## config.mk

```make
export PLATFORM = sky130hd
export DESIGN_NAME = rr_mux8to1
export DESIGN_NICKNAME = d
export VERILOG_FILES = /design/src/rtl/rr_mux8to1.sv
export SDC_FILE = /design/constraint.sdc
export NUM_CORES = 1
export LEC_CHECK = 0
export CAP_MARGIN = 20
export CORE_UTILIZATION = 45
export DETAILED_ROUTE_END_ITERATION = 10
export HOLD_SLACK_MARGIN = 0.05
export PLACE_DENSITY = 0.78
export SLEW_MARGIN = 20
export SYNTH_ARGS = -nofsm -noshare
export SYNTH_HDL_FRONTEND = slang
export SYNTH_SLANG_ARGS = --single-unit
```

## constraint.sdc

```tcl
create_clock -name Clk -period 8.8 [get_ports Clk]
set_input_delay 1.76 -clock Clk [delete_from_list [all_inputs] [get_ports Clk]]
set_output_delay 1.76 -clock Clk [all_outputs]
set_load 0.1 [all_outputs]
```

## src/rtl/rr_mux8to1.sv

```systemverilog
// Purpose: gathers eight valid/ready channels onto one registered output, tagging each word with its source index on Sel.
// Latency: one cycle from input acceptance to Out_Valid/Out_Data/Sel.
// Backpressure: when Out_Valid=1 and Out_Ready=0, every In_Ready bit is 0 and all outputs hold.
module rr_mux8to1 #(
  parameter int WIDTH = 1
) (
  input  logic               Clk,
  input  logic               Rst_n,
  input  logic [8*WIDTH-1:0] In_Data,
  input  logic [7:0]         In_Valid,
  output logic [7:0]         In_Ready,
  output logic [WIDTH-1:0]   Out_Data,
  output logic [2:0]         Sel,
  output logic               Out_Valid,
  input  logic               Out_Ready
);

  // Ptr is the first channel the next search starts from.
  logic [2:0]       ptr;
  logic             load;
  logic             grant_vld;
  logic [2:0]       grant_idx;
  logic [WIDTH-1:0] grant_dat;
  logic             take;

  // The output register can take a new word when it is empty or being drained this cycle.
  assign load = ~Out_Valid | Out_Ready;

  // Round-robin search from ptr. The scan runs from the farthest offset down to 0, so the
  // nearest valid channel overwrites the others and wins.
  always_comb begin
    logic [2:0] idx;
    grant_vld = 1'b0;
    grant_idx = 3'd0;
    idx       = 3'd0;
    for (int i = 7; i >= 0; i--) begin
      idx = ptr + 3'(i);
      if (In_Valid[idx]) begin
        grant_vld = 1'b1;
        grant_idx = idx;
      end
    end
  end

  // A grant is only issued when the output register can take a word. In_Ready is also gated
  // by reset so no transfer is signalled while the block is held in reset.
  assign take      = load & grant_vld & Rst_n;
  assign In_Ready  = take ? (8'b0000_0001 << grant_idx) : 8'b0000_0000;
  assign grant_dat = In_Data[int'(grant_idx)*WIDTH +: WIDTH];

  // The output register and pointer advance on a grant. Otherwise a consumed word clears Out_Valid.
  always_ff @(posedge Clk or negedge Rst_n) begin
    if (!Rst_n) begin
      Out_Valid <= 1'b0;
      Out_Data  <= '0;
      Sel       <= 3'd0;
      ptr       <= 3'd0;
    end else if (take) begin
      Out_Valid <= 1'b1;
      Out_Data  <= grant_dat;
      Sel       <= grant_idx;
      ptr       <= grant_idx + 3'd1;
    end else if (Out_Valid && Out_Ready) begin
      Out_Valid <= 1'b0;
    end
  end

endmodule
```

# After elaboration in Yosys (flattened, before gate mapping)
# Cells that the tools add are included.
word_totals:
  latch_bits: 0
  word_cells: 63
  out_inout_bits: 13
  mem_bits_ro: 0
  ram_bits: 0
  n_memories: 0
  reg_bits: 8
op_classes:
  div_mod_pow: 0
  n_eq_ne: 0
  order_cmp: 8
  addsub: 8
  mux: 35
  mul: 0
  n_reduce_logical: 2
  bitwise: 4
  n_shift: 2
ops:
  columns: ["operator", "count"]
  rows:
  - ["< comparator 3 x 4 -> 1 bit (second input constant)", 8]
  - ["binary-select mux 1 bit (select 3 bit)", 8]
  - ["two-way mux 3 bit", 8]
  - ["two-way mux 1 bit", 18]
  - ["adder 3 bit (second input constant)", 4]
  - ["two-way mux 8 bit", 1]
  - ["indexed part select 8 x 4 -> 1 bit", 1]
  - ["left shift 1 x 3 -> 8 bit (first input constant)", 1]
  - ["adder 3 x 1 -> 3 bit (second input constant)", 2]
  - ["adder 3 x 2 -> 3 bit (second input constant)", 2]
  - ["bitwise AND 1 bit", 2]
  - ["nonzero test 2 bit", 1]
  - ["logical AND 1 bit", 1]
  - ["NOT 1 bit", 1]
  - ["OR 1 bit", 1]

# Longest topological paths before layout
depth:
  ltp_word: 14
  ltp_mapped: 15

# Worst setup path after synthesis
# No wires, ideal clock.
synth_path:
  path_kind: "input to output"
  start: "input port In_Valid[6]"
  end: "output port In_Ready[3]"
  cell_stages: 7
  slack_ns: 1.603
  t_arrival_ns: 5.437
  cell_sequence: "mux4_1 -> mux2_2 -> a21oi_1 -> o2111ai_1 -> a22o_1 -> or2_1 -> nor3_1"
synth_between:
  elab_chain_cells: 13
synth_rtl:
  columns: ["item", "line_no", "source"]
  rows:
  - ["start, declared", "10", "input logic [7:0] In_Valid,"]
  - ["binary-select mux 1 bit (select 3 bit)", "38", "if (In_Valid[idx]) begin"]
  - ["two-way mux 1 bit (implied by the code)", "38", null]
  - ["two-way mux 1 bit (8 in series)", "38", null]
  - ["bitwise AND 1 bit (2 in series)", "47", "assign take = load & grant_vld & Rst_n;"]
  - ["two-way mux 8 bit (*)", "48", "assign In_Ready = take ? (8'b0000_0001 << grant_idx) : 8'b0000_0000;"]
  - ["end, declared", "11", "output logic [7:0] In_Ready,"]
# Mark *: on every way between the ends. The rest lies on a longest branch, timed or not. The select of a mux whose other input is x is not followed.

# Final worst setup path
layout_path:
  start: "register ptr[0]"
  end: "output port In_Ready[7]"
layout_between:
  elab_chain_cells: 14
layout_rtl:
  columns: ["item", "line_no", "source"]
  rows:
  - ["start, declared", "19", "logic [2:0] ptr;"]
  - ["start signal, assigned", "62", "ptr <= grant_idx + 3'd1;"]
  - ["adder 3 bit", "37", "idx = ptr + 3'(i);"]
  - ["binary-select mux 1 bit (select 3 bit)", "38", null]
  - ["two-way mux 1 bit (implied by the code)", "38", null]
  - ["two-way mux 1 bit (8 in series)", "38", null]
  - ["bitwise AND 1 bit (2 in series)", "47", null]
  - ["two-way mux 8 bit (*)", "48", null]
# Marks and branches as above.

==> results by group <==
Detailed routing
  – Detailed Route WL: ~3700 um
  – Iter 0 DRT Violations: ~80
  – Drt first pass iters: 4
  – DRC viols: 0
  – Post-route antenna net violation count: 0
  – Routed via count: roughly 1400
  – Routed wire per std cell: around 17 um
  – Routed vias/inst: ~6.2

Placed design
  – Setup Slack @ Placement: ~1.5 ns
  – Buffers on Ports: 31
  – HPWL after DPL: between 2000 and 3000 um
  – Post-placement cell count: 220
  – GP Congestion: approximately 0.86

Logic synthesis
  – XOR/XNOR share of the synthesized area: 0.0445
  – Warnings from Yosys: 0
  – Simple-Gate Fraction of Synth Area: 0.133
  – Syn avg cell area: between 9 and 10 um^2
  – Area leader, netlist: mux2i_1
  – Largest cells by area after synthesis: mux2i_1 (14%), dfrtp_1 (13%), mux4_2 (9.1%)
  – Compound-Gate Fraction of Synth Area: 0.211
  – Post-synth cell types: 47
  – Netlist Area Pre-Place: roughly 1500 um^2
  – Post-synthesis mux area share: 0.393
  – Register bit total from synthesis: 8
  – Largest family of logic cells by synthesized area: multiplexers
  – Syn_nets: around 180
  – Sequential share of the synthesized area: 0.134
  – Area share of the largest cell type after synthesis: 0.141
  – Adder-cell share of the synthesized area: 0.0252
  – Syn Inst Count: ~150

Floorplanning
  – # IOs: 32
  – Starting Density: 0.481
  – Die footprint: around 3500 um^2
  – Height of the die: ~60 um
  – Core ar.: ~3100 um^2
  – DIE WIDTH: 59.6 um
  – FP Rows: 20

Setup path
  – Critical Path Start: ptr[0]
  – Critical Path, Cell by Cell: inv_1 -> ha_1 -> mux2i_1 -> mux2i_1 -> o221ai_2 -> o21ai_0 -> a31oi_1 -> o2111ai_4 -> nor2_1 -> ha_1 -> inv_1 -> nor2_1 -> clkdlybuf4s50_1
  – R2R Setup Slk: about 4.2 ns
  – FF-to-FF End: ptr[2]
  – CP delay by family, top: buffers and inverters
  – Crit path to: In_Ready[7]
  – Startpoint type of the worst setup path: flip-flop
  – Worst EP arrival: between 5 and 6 ns
  – Critical Path Max Stage Delay: roughly 1.2 ns
  – Slowest-stage cell, CP: clkdlybuf4s50_1
  – Worst-path maximum fanout: 24
  – Worst Setup Path Type: flip-flop to primary output
  – Worst setup EP type: primary output
  – Critical Path Stages: 13
  – Worst r2r src: ptr[0]
  – CP bufs+invs: 3
  – Worst R2R Path Depth: 11
  – Req. time, crit path: between 7 and 8 ns

Clocking
  – CTS tree: built
  – Clock sinks: 8
  – Setup bufs post-CTS: 0
  – H-tree depth: 1
  – Worst skew pair latency: approximately 0.26 ns
  – Reg clk slew, reported paths: 0.05 ns
  – # hold bufs at CTS: 0
  – CTS root buf: clkbuf_4
  – CTS max path bufs: 2
  – Post-cts resize count: 0
  – CTS Buf Count: 3

Layout
  – P&R area growth vs syn: 21.8%
  – Fin nets: between 200 and 250
  – Share of layout cells above drive strength 1: 0.168
  – Fin cells: between 200 and 250
  – Antenna diode count: 0

Flow run
  – Max-capacitance violation count: 0

GRT
  – Largest net degree at the start of global routing: 25
  – Vias in the first global route: roughly 1300
  – GRT Total Usage: 0.226
  – Total grt overflow: 0
  – Initial antenna violation count: 0
  – Global-route wire length before repair: approximately 6100 um

STA
  – Slew margin rel.: 0.345
  – Fin Hold WS: about 0.49 ns
  – RSZ-0062 raised after global routing: false
  – Final critical-path required period: roughly 7.4 ns
  – Max-slew violation count: 0
  – Final Hold Viols: 0
  – Worst Clk Skew: ~0.00095 ns
  – Final setup TNS: 0 ns
  – Setup Viol. Count Final: 0
  – Crit share post-route: 0.844
  – Least-Margin Pin Slew: around 0.98 ns
  – Setup WS post-layout: about 1.4 ns
  – Max Fclk: around 0.13 GHz

Min path
  – Hold WC Path Type: flip-flop to flip-flop

Run status
  – Status: completed
## kinds of logic after synthesis
logic type / count (synthesis)
mux: 42
flops: 8
xor+xnor: 5
compound gates: 38
fa+ha+maj: 3
simple gates: 42
buf+inv: 15
## metrics by stage
| stage | instance area [um^2] | utilization |
|---|---|---|
| 2_1_floorplan | 1490 | - |
| 3_3_place_gp | 1790 | 0.578 |
| 3_5_place_dp | 1790 | 0.578 |
| 4_1_cts | 1820 | 0.585 |
| 5_1_grt | 1820 | 0.585 |
| 6_report | 1820 | 0.585 |
## worst min-delay path by stage
stage	start	to	slack, ns	cells after the start
after detailed placement	Sel[0]	Sel[0]	0.47	1
final	Sel[0]	Sel[0]	0.49	1
after global routing	Sel[0]	Sel[0]	0.52	1
after floorplan	ptr[1]	ptr[1]	0.77	3
after global placement	Sel[0]	Sel[0]	0.47	1
after CTS	Sel[1]	Sel[1]	0.49	2
## synth_stat cells (all sizes together)
library cell  instances
a211o                 2
a21boi                1
a21o                  3
a21oi                 8
a221oi                2
a22o                  1
a22oi                 2
a31oi                 1
and3                  1
buf                   7
clkbuf                1
clkinv                1
dfrtp                 8
ha                    3
inv                   6
mux2                 10
mux2i                23
mux4                  9
nand2                15
nand2b                2
nand3                 4
nand4b                2
nor2                 10
nor2b                 1
nor3                  5
o2111ai               3
o211a                 1
o211ai                4
o21ai                 6
o221ai                2
o311ai                1
o31ai                 1
or2                   1
or3                   1
xnor2                 3
xor2                  2
## metal layers
layer | GRT usage | vias up | share of wire
li1 | - | 651 | -
met1 | 0.300 | 677 | 0.45
met2 | 0.368 | 47 | 0.48
met3 | 0.0546 | 9 | 0.052
met4 | 0.0631 | 0 | 0.016
met5 | 0 | - | 0
## sequential cells by signal (all words and copies together) (netlist names)
register,flops
Out_Data,1
Out_Valid,1
Sel,3
ptr,3
## area by class of cell
cell class | count | area, um^2
clock buffer | 3 | 22.5
tap | 44 | 55.1
multi-input combinational | 130 | 1200
sequential | 8 | 200
fill | 278 | 1290
timing repair buffer | 31 | 310
inverter | 7 | 26.3
## placed cells by master, fill, tap and decap left out, types with 2 or more instances in the layout
cell type | netlist | layout
nand2b_1 | 2 | 2
dfrtp_1 | 8 | 8
mux4_2 | 6 | 6
nand2_1 | 15 | 15
mux2_2 | 9 | 9
mux4_1 | 3 | 3
nand3_1 | 4 | 4
o21ai_1 | 2 | 2
clkdlybuf4s50_1 | 0 | 31
xnor2_1 | 2 | 2
xor2_2 | 2 | 2
a221oi_1 | 2 | 2
mux2i_4 | 2 | 2
nor3_1 | 5 | 5
a22oi_1 | 2 | 2
clkbuf_4 | 0 | 3
nor2_1 | 10 | 10
o21ai_0 | 4 | 4
o211ai_1 | 4 | 4
o221ai_2 | 2 | 2
a21o_1 | 3 | 3
mux2i_1 | 21 | 21
a21oi_1 | 7 | 7
inv_1 | 6 | 6
o2111ai_1 | 2 | 2
a211o_1 | 2 | 2
nand4b_1 | 2 | 2
ha_1 | 3 | 3
Power is not shown: default switching activity piles up to over one toggle a cycle in this logic, so the estimate is an artifact.
==> variant (same flow settings) <==
Reset style: synchronous (`Rst_n`), changed in one clocked block.
--- a/src/rtl/rr_mux8to1.sv
+++ b/src/rtl/rr_mux8to1.sv
@@ -50,5 +50,5 @@
 
   // The output register and pointer advance on a grant. Otherwise a consumed word clears Out_Valid.
-  always_ff @(posedge Clk or negedge Rst_n) begin
+  always_ff @(posedge Clk) begin
     if (!Rst_n) begin
       Out_Valid <= 1'b0;
Formal check against the unedited RTL: differs if Rst_n is asserted again (counterexample within 4 cycles, from zero or initial values and one cycle with Rst_n low); with Rst_n held inactive, the same outputs for 10 cycles.
==> variant against the original RTL <==
Routed wire length is 4.5% lower. Worst setup slack worse by 0.025 ns. First-iteration DRC count up 2.4%. Global-route usage decreased by 0.54 points. Sequential cell count stayed put. Sequential share of layout area decreased by 1.9 points. Area after synthesis shrank 4.6%. Utilization is 0.49 points lower. Final area shrank 3.2%.
Power is left out: the tool's default activity adds up to more than one toggle a clock period on the data nets, which glitch-free logic cannot reach.
==> variant: results <==
set metrics [dict create \
    avgRoutedWirePerCell_um 15.1 \
    fin_skew_ns 0.00127 \
    fill_cells 266 \
    dp_slack_ns 1.39 \
    syn_nets 190 \
    finalWeightedCongestion 0.804 \
    grt_pass1_vias 1284 \
    synth_area_leaders "mux4_2, dfxtp_1, mux2i_1" \
    reg2reg_from "ptr[1]" \
    critPathMaxFanout 14 \
    worst_pin_slew_ns 0.980 \
    drtIter0Drc 84 \
    hold_path.startpoint "Sel[0]" \
    grt_max_degree 28 \
    grt_pass1_wl_mm 5.87 \
    async_flop_share_pct 0 \
    vias_per_cell 6.03 \
    r2r_slack_ns 5.01 \
    yosysSeqAreaShare_pct 11.3 \
    ys_types 49 \
    worstHoldEndpoint "Sel[0]" \
    dpl.hpwl_mm 2.69 \
    yosys-top-cells-count "inv_1, mux4_2, mux2i_1, nand2_1" \
    arrival_ns 5.69 \
    synth_flop_cell "dfxtp_1" \
    status "finished clean" \
    reg2reg_to "Out_Data" \
]
-- variant: changes by cell type in the layout (fill, tap and decap cells not counted), sizes merged, moves of 5 or more --
cell	delta
mux2i	-13
dfrtp	-8
dfxtp	+8
inv	+7
nand2	-5
nor3	+5
o21ai	+5
-- variant: how the worst max path moves through the flow --
stage / from / end / depth (start not counted) / slack [ns]
floorplan: In_Valid[4] / In_Ready[2] / 8 / 1.41
global placement: In_Valid[5] / In_Ready[2] / 9 / 1.49
detailed placement: In_Valid[5] / In_Ready[2] / 9 / 1.39
CTS: In_Valid[5] / In_Ready[2] / 9 / 1.38
global route: In_Valid[7] / In_Ready[2] / 9 / 1.06
finish: In_Valid[5] / In_Ready[2] / 9 / 1.35
-- variant: cells by family after synthesis --
group | after synthesis | synth area share, %
fa+ha+maj | 3 | 2.64
buf+inv | 27 | 9.06
xor+xnor | 6 | 3.69
simple gates | 50 | 19.8
compound gates | 46 | 23.0
flops | 8 | 11.3
mux | 28 | 30.5
-- variant: cell type report --
| class | count | share of cell area [%] |
|---|---|---|
| clock buffers | 3 | 1.28 |
| inverters | 13 | 2.78 |
| multi-input cells | 133 | 64.5 |
| flip-flops and latches | 8 | 9.11 |
| well taps | 44 | 3.13 |
| repair buffers | 34 | 19.2 |
-- variant: stage by stage --
| stage | cells | instance area (um^2) | hold slack, ns | util (%) |
|---|---|---|---|---|
| global placement | 231 | 1720 | 0.452 | 56.8 |
| floorplan | 168 | 1420 | 0.862 | - |
| finish | 235 | 1760 | 0.460 | 58.1 |
| CTS | 234 | 1740 | 0.462 | 57.6 |
| global route | 235 | 1760 | 0.495 | 58.1 |
| detailed placement | 231 | 1720 | 0.453 | 56.8 |
-- variant: routing by layer --
layer / global-route usage, % / wire length (um) / vias to the layer above
met5: 0 / 0 / -
met1: 29.6 / 1470 / 668
met2: 36.6 / 1770 / 51
li1: - / - / 689
met4: 7.14 / 56 / 0
met3: 3.13 / 244 / 8
-- variant: critical path: stages --
cell and delay, ns:
clkdlybuf4s50_1 0.60, mux4_2 0.29, nor2_1 0.06, o31ai_1 0.44
nor4_1 0.13, nor2_1 0.67, o21ai_0 0.33, nor3b_1 0.26
clkdlybuf4s50_1 1.16
